$ cat src/rtl/image_pipe_core.sv
// Image pipe stream endpoint: saturating offset on ingest, DEPTH-entry FIFO,
// downstream stall handling, and per-frame pixel statistics.

module image_pipe_sat #(
  parameter int DW_IN  = 32,
  parameter int DW_OUT = 32
) (
  input  logic [DW_IN-1:0]  data,
  input  logic [DW_IN-1:0]  offset,
  output logic [DW_OUT-1:0] res
);
  localparam int SW = DW_IN + 1;
  localparam int MW = ((SW > DW_OUT) ? SW : DW_OUT) + 1;

  logic [SW-1:0] sum;
  logic [MW-1:0] sum_x, max_x;

  // Compare at a width that holds both the sum and the output ceiling.
  assign sum   = {1'b0, data} + {1'b0, offset};
  assign sum_x = MW'(sum);
  assign max_x = MW'({DW_OUT{1'b1}});
  assign res   = (sum_x > max_x) ? '1 : DW_OUT'(sum_x);
endmodule

module image_pipe_core #(
  parameter int               DW_IN  = 32,
  parameter int               DW_OUT = 32,
  parameter int               DEPTH  = 4,
  parameter logic [DW_IN-1:0] OFFSET = '0,
  parameter int               LEN_W  = 24
) (
  input  logic              clk,
  input  logic              rst_n,
  input  logic [DW_IN-1:0]  is_data_in,
  input  logic              is_valid_in,
  input  logic              is_end_in,
  output logic              is_busy_out,
  output logic [DW_OUT-1:0] im_data_out,
  output logic              im_valid_out,
  output logic              im_end_out,
  input  logic              im_busy_in,
  output logic [15:0]       frame_cnt,
  output logic [LEN_W-1:0]  last_frame_len
);
  localparam int AW = $clog2(DEPTH);
  localparam int CW = AW + 1;

  typedef struct packed {
    logic              last;
    logic [DW_OUT-1:0] data;
  } entry_t;

  entry_t            mem [DEPTH];
  entry_t            head;
  logic [AW-1:0]     wr_ptr, rd_ptr;
  logic [CW-1:0]     count;
  logic [DW_OUT-1:0] sat_data;
  logic [LEN_W-1:0]  pix_cnt, pix_nxt;
  logic              push, pop;

  image_pipe_sat #(.DW_IN(DW_IN), .DW_OUT(DW_OUT)) u_sat (
    .data   (is_data_in),
    .offset (OFFSET),
    .res    (sat_data)
  );

  // Handshake flags decode registered occupancy only.
  assign is_busy_out  = (count == CW'(DEPTH));
  assign im_valid_out = (count != '0);
  assign push         = is_valid_in && !is_busy_out;
  assign pop          = im_valid_out && !im_busy_in;

  assign head        = mem[rd_ptr];
  assign im_data_out = im_valid_out ? head.data : '0;
  assign im_end_out  = im_valid_out ? head.last : 1'b0;

  // Storage is not reset; an empty FIFO masks whatever it holds.
  always_ff @(posedge clk) begin
    if (push) mem[wr_ptr] <= '{last: is_end_in, data: sat_data};
  end

  always_ff @(posedge clk or negedge rst_n) begin
    if (!rst_n) begin
      wr_ptr <= '0;
      rd_ptr <= '0;
      count  <= '0;
    end else begin
      if (push) wr_ptr <= wr_ptr + AW'(1);
      if (pop)  rd_ptr <= rd_ptr + AW'(1);
      case ({push, pop})
        2'b10:   count <= count + CW'(1);
        2'b01:   count <= count - CW'(1);
        default: count <= count;
      endcase
    end
  end

  assign pix_nxt = (pix_cnt == '1) ? pix_cnt : pix_cnt + LEN_W'(1);

  always_ff @(posedge clk or negedge rst_n) begin
    if (!rst_n) begin
      pix_cnt        <= '0;
      frame_cnt      <= '0;
      last_frame_len <= '0;
    end else if (pop) begin
      if (im_end_out) begin
        last_frame_len <= pix_nxt;
        frame_cnt      <= frame_cnt + 16'd1;
        pix_cnt        <= '0;
      end else begin
        pix_cnt <= pix_nxt;
      end
    end
  end
endmodule

$ cat config.mk
export PLATFORM = sky130hd
export DESIGN_NAME = image_pipe_core
export DESIGN_NICKNAME = d
export VERILOG_FILES = /design/src/rtl/image_pipe_core.sv
export SDC_FILE = /design/constraint.sdc
export NUM_CORES = 1
export LEC_CHECK = 0
export CAP_MARGIN = 20
export CORE_ASPECT_RATIO = 0.7
export CORE_MARGIN = 2
export CORE_UTILIZATION = 48
export DETAILED_ROUTE_END_ITERATION = 12
export HOLD_SLACK_MARGIN = 0.12
export PLACE_DENSITY_LB_ADDON = 0.12
export SYNTH_ARGS = -nofsm -noshare
export SYNTH_HDL_FRONTEND = slang
export SYNTH_HIERARCHICAL = 1
export SYNTH_SLANG_ARGS = --single-unit
$ cat constraint.sdc
create_clock -name clk -period 2.95 [get_ports clk]
set_input_delay 0.59 -clock clk [delete_from_list [all_inputs] [get_ports clk]]
set_output_delay 0.59 -clock clk [all_outputs]
set_load 0.1 [all_outputs]
Word-level counts from Yosys, hierarchy flattened
Memories as Yosys holds them, arrays and structs flattened.
Index checks and enable logic that the tools add are counted.
{"block": "word_totals", "reg_bits": 71, "ramBits": 132, "in_bits": 37, "wordCells": 33, "n_memories": 1}
{"memory": "mem", "words": 4, "width": 33, "read_ports": 1, "rd_clocked_by_memory_dff": 0, "write_ports": 1, "line_no": "53", "text": "entry_t mem [DEPTH];"}
{"block": "classes", "add_sub_neg": 6, "n_lt_le_gt_ge": 1, "n_eq_ne": 4, "mux": 8, "n_reduce_logical": 7}
{"op": "2-to-1 mux 32 bit", "count": 2}
{"op": "2-to-1 mux 24 bit", "count": 2}
{"op": "greater-than comparator 32 bit (second input constant)", "count": 1}
{"op": "adder 24 x 1 -> 24 bit (second input constant)", "count": 1}
{"op": "equality test 24 bit (second input constant)", "count": 1}
{"op": "adder 16 x 1 -> 16 bit (second input constant)", "count": 1}
{"op": "one-hot mux 3 bit (2 select lines)", "count": 1}
{"op": "adder 2 x 1 -> 2 bit (second input constant)", "count": 2}
{"op": "adder 3 x 1 -> 3 bit (second input constant)", "count": 1}
{"op": "equality test 3 bit (second input constant)", "count": 1}
{"op": "2-to-1 mux 1 bit", "count": 3}
{"op": "nonzero test 3 bit", "count": 1}
{"op": "subtractor 3 x 1 -> 3 bit (second input constant)", "count": 1}
{"op": "equality test 2 x 1 -> 1 bit (second input constant)", "count": 1}
{"op": "equality test 2 bit (second input constant)", "count": 1}
{"op": "logical AND 1 bit", "count": 2}
{"op": "logical NOT 1 bit", "count": 2}
{"op": "AND reduction 2 bit", "count": 1}
{"op": "nonzero test 2 bit", "count": 1}

Longest topological paths before layout
{"block": "logic_depth", "depth_word": 5, "depth_mapped": 12, "ltp_nobuf": 10}

Modules after synthesis
Netlist, hierarchy kept.
{"mod": "image_pipe_core", "instances": 1, "cells_per_inst": 598, "area_each_um2": 8632.0}
{"mod": "image_pipe_sat", "instances": 1, "cells_per_inst": 314, "area_each_um2": 2090.8}

Worst setup path after synthesis
No wires, ideal clock.
{"block": "synth_path", "kind": "register to output", "from": "reg rd_ptr[1]", "to": "out im_end_out", "arrival_ns": 2.487, "setup_slack_ns": -0.127, "stages_incl_launch_ff": 6, "path_buffers": 2, "path_cell_list": "dfrtp_1 > clkbuf_1 > mux2i_1 > mux2_2 > clkbuf_1 > nor2_1"}
{"block": "synth_via", "elab_chain_cells": 2}
{"item": "start: declaration", "line_no": "55", "text": "logic [AW-1:0] wr_ptr, rd_ptr;"}
{"item": "start signal: assignment", "line_no": "89", "text": "if (pop) rd_ptr <= rd_ptr + AW'(1);"}
{"item": "memory (4 x 33 bit)"}
{"item": "2-to-1 mux 1 bit", "line_no": "75", "text": "assign im_end_out = im_valid_out ? head.last : 1'b0;"}
{"item": "end: declaration", "line_no": "40", "text": "output logic im_end_out,"}
Every way passes these cells.

Final worst setup path
{"block": "layout_path", "from": "reg rd_ptr[1]", "to": "out im_data_out[27]"}
{"block": "layout_via", "elab_chain_cells": 2}
{"item": "memory (4 x 33 bit)"}
{"item": "2-to-1 mux 32 bit", "line_no": "74", "text": "assign im_data_out = im_valid_out ? head.data : '0;"}
{"item": "end: declaration", "line_no": "38", "text": "output logic [DW_OUT-1:0] im_data_out,"}
Every way passes these cells.

==> impl_metrics.yaml <==
setup_path:
  reg2reg_depth: 5
  crit_type: "reg2out"
  end_kind: "output pin"
  critPathArrivalTime_ps: 2260
  timing.rr.start: "rd_ptr[0]$_DFFE_PN0P_"
  cp_max_fo: 13
  rrSetupSlack_ps: 590
  cp_slowest_stage_delay_ps: 660
  cp_slowest_cell: "dfrtp_1"
  r2r_end: "frame_cnt[12]$_DFFE_PN0P_"
  crit_required_ps: 2360
  start_kind: "register"
  worstPathBufferInverterCount: 2
  crit_path_cell_trace: "buf_4 -> mux4_2 -> and2_1 -> buf_12"
  critPathTopFamily: "flip-flops"
yosys:
  yosysMostFrequentCell: "edfxtp_1"
  synth_common_cells: "edfxtp_1 (132), nand2_1 (103), dfrtp_1 (71)"
  async_flop_share: 0.3498
  synth-seq-area-share: 0.5354
  synth.distinct_cells: 74
  synth_edf_count: 132
  synth-seq-cells: 203
  yosysWarningCount: 6
  syn_area_per_cell_um2: 11.76
  syn_inst: 912
  syn_area_um2: 10720
  synth_top_area_frac: 0.3697
  ys.flop_type: "edfxtp_1"
  yosys-top-cells-area: "edfxtp_1 (37%), dfrtp_1 (17%), mux4_2 (6.9%)"
  synth_top_cell_by_area: "edfxtp_1"
cells_and_area:
  drive_gt1_frac: 0.1764
  fillers: 1778
  num_antenna_cells: 0
  layout.nets: 1142
  area_growth_pct: 23.15
  seq_area_um2: 5744
  multi_input_area_um2: 4803
timing:
  setup_viol: 0
  slew_headroom: 0.4019
  min_period_ps: 2851
  drv_slew: 0
  hold_viol: 0
  rsz0062_at_grt: "false"
  fmax_ghz: 0.3508
  setup_ws_ps: 99.49
  finalCritPeriodShare: 0.9663
  worst_pin_slew_ps: 887.8
  clock_skew_ps: 16.02
clocking:
  cts_root_buffer: "clkbuf_16"
  cts_tree: "built"
  cts-buffers-inserted: 20
  clkTransAtPathRegs_ps: 60
  clockBufferDepth: 3
  clkLatencyLatePin_ps: 500
  htreeDepth: 1
  post_cts_buffers: 0
  clock-sinks: 203
global_routing:
  grt_max_degree: 49
  track_usage: 0.2075
  grt_pass1_wl_um: 38650
  antenna_found_initial: 0
  overflow: 0
  grt_pass1_vias: 7117
power:
  p_per_area_nw_per_um2: 1123
  power_mw: 14.83
  power.leakage_nw: 5.143
  ir_drop_uv: 1333
drt:
  wl_per_cell_um: 17.89
  dr.pass1.iters: 5
  antenna_left: 0
  vias: 7698
  drtIter0Drc: 611
  routed_wl_um: 24310
  via_per_inst: 5.664
  drc: 0
flow_run:
  drv_cap: 0
floorplan:
  die_h_um: 129.1
  boundaryPins: 112
  die_area_um2: 23570
  rows: 45
  initial_core_util: 0.4921
  core-area_um2: 21790
  die_w_um: 182.6
hold_path:
  worstHoldStart: "frame_cnt[15]$_DFFE_PN0P_"
  hp-class: "reg2reg"
  whs_path_depth: 1
  holdPathEnd: "frame_cnt[15]$_DFFE_PN0P_"
outcome:
  status: "finished clean"
placement:
  port_buffers: 111
  pre_cts_ws_ps: -68.55
  hpwlAfterDp_um: 17010
  place.gp.congestion: 0.8995
[final cells by class]
cell class,instances,area share
inverters,25,0.007106
repair buffers,142,0.1234
clock inverters,10,0.003127
well taps,282,0.02672
flip-flops and latches,203,0.4350
clock buffers,25,0.04093
multi-input cells,672,0.3637
[worst reg2reg max path, cell delays in order, from the launching register on]
cell and delay (ps):
dfrtp_4 610, mux4_2 550, nor3b_1 450, nand3_1 260
nor3_1 270, xor2_1 150
[kinds of logic after synthesis]
logic type,after synthesis,share of synthesized area
AOI/OAI and AO/OA,198,0.1189
xor gates and xnor gates,58,0.04737
adders and majority gates,41,0.04924
buffers and inverters,69,0.02859
DFF,203,0.5354
muxes,44,0.08016
other,1,0.0003497
and+or+nand+nor,298,0.1400
[layout by cell type, fill, tap and decap left out, types with 5 or more instances in the layout]
cell             instances
edfxtp_1               132
o311ai_0                 6
ha_1                    39
buf_4                   67
clkdlybuf4s50_1         35
o21ai_0                 69
a31oi_1                 10
xnor2_1                 29
dfrtp_1                 70
mux4_2                  33
clkinv_1                 7
nand3_1                 26
and3_1                  11
clkbuf_16               21
xor2_1                  29
a211oi_1                 5
o21a_1                   8
and2_1                  39
nor2_1                  43
nand2b_1                 7
buf_12                  38
o211ai_1                 5
a21oi_1                 43
a21o_1                  10
or3_1                    6
nor3_1                  11
conb_1                  33
mux2i_1                  6
nand4_1                 20
inv_1                   25
o31ai_1                  5
nand2_1                103
[through the flow]
stage,std cells,TNS [ps],util,hold slack (ps),cell area [um2]
6_report,1359,0,0.6060,473.6,13210
3_5_place_dp,1323,-444.2,0.5785,466.9,12610
3_3_place_gp,1323,0,0.5785,458.8,12610
4_1_cts,1359,0,0.6058,478.9,13200
2_1_floorplan,944,0,-,294.4,10850
5_1_grt,1359,0,0.6060,504.3,13210
[state kept, by name, summed over array words and instances, names as in the netlist]
| register | count |
|---|---|
| count | 3 |
| frame_cnt | 16 |
| last_frame_len | 24 |
| mem | 132 |
| pix_cnt | 24 |
| rd_ptr | 2 |
| wr_ptr | 2 |
[timing repair]
action,in CTS,in global routing
hold buffers,1,0
endpoints found under the setup margin,7,2
pin swaps,0,0
hold endpoints to repair,23,0
gates resized for setup,1,1
gates cloned,0,0
[power by group]
group,switching [mW],leakage [nW],total [mW],internal [mW]
Combinational,5.53,2.75,8.38,2.85
Clock,1.01,0.286,2.30,1.29
Sequential,0.396,2.11,4.15,3.75
Total,6.93,5.14,14.8,7.89
[per-layer routing]
layer / track usage / wire length (um) / share of wire / up-vias
li1: - / - / - / 3679
met1: 0.3301 / 12130 / 0.50 / 3732
met2: 0.3044 / 10270 / 0.42 / 261
met3: 0.03288 / 1597 / 0.066 / 26
met4: 0.03653 / 314 / 0.013 / 0
met5: 0 / 0 / 0 / -
[worst max path at each step]
stage                          startpoint  slack [ps]              endpoint  cells past startpoint
CTS                 rd_ptr[0]$_DFFE_PN0P_          70       im_data_out[10]                      4
floorplan           rd_ptr[0]$_DFFE_PN0P_         230       im_data_out[10]                      4
global route        rd_ptr[1]$_DFFE_PN0P_         0.4       im_data_out[27]                      4
detailed placement         is_data_in[11]         -70  mem[2][27]$_DFFE_PP_                      9
finish              rd_ptr[1]$_DFFE_PN0P_         100       im_data_out[27]                      4
global placement           is_data_in[11]          40  mem[1][23]$_DFFE_PP_                      9
(Power assumes the default switching activity.)
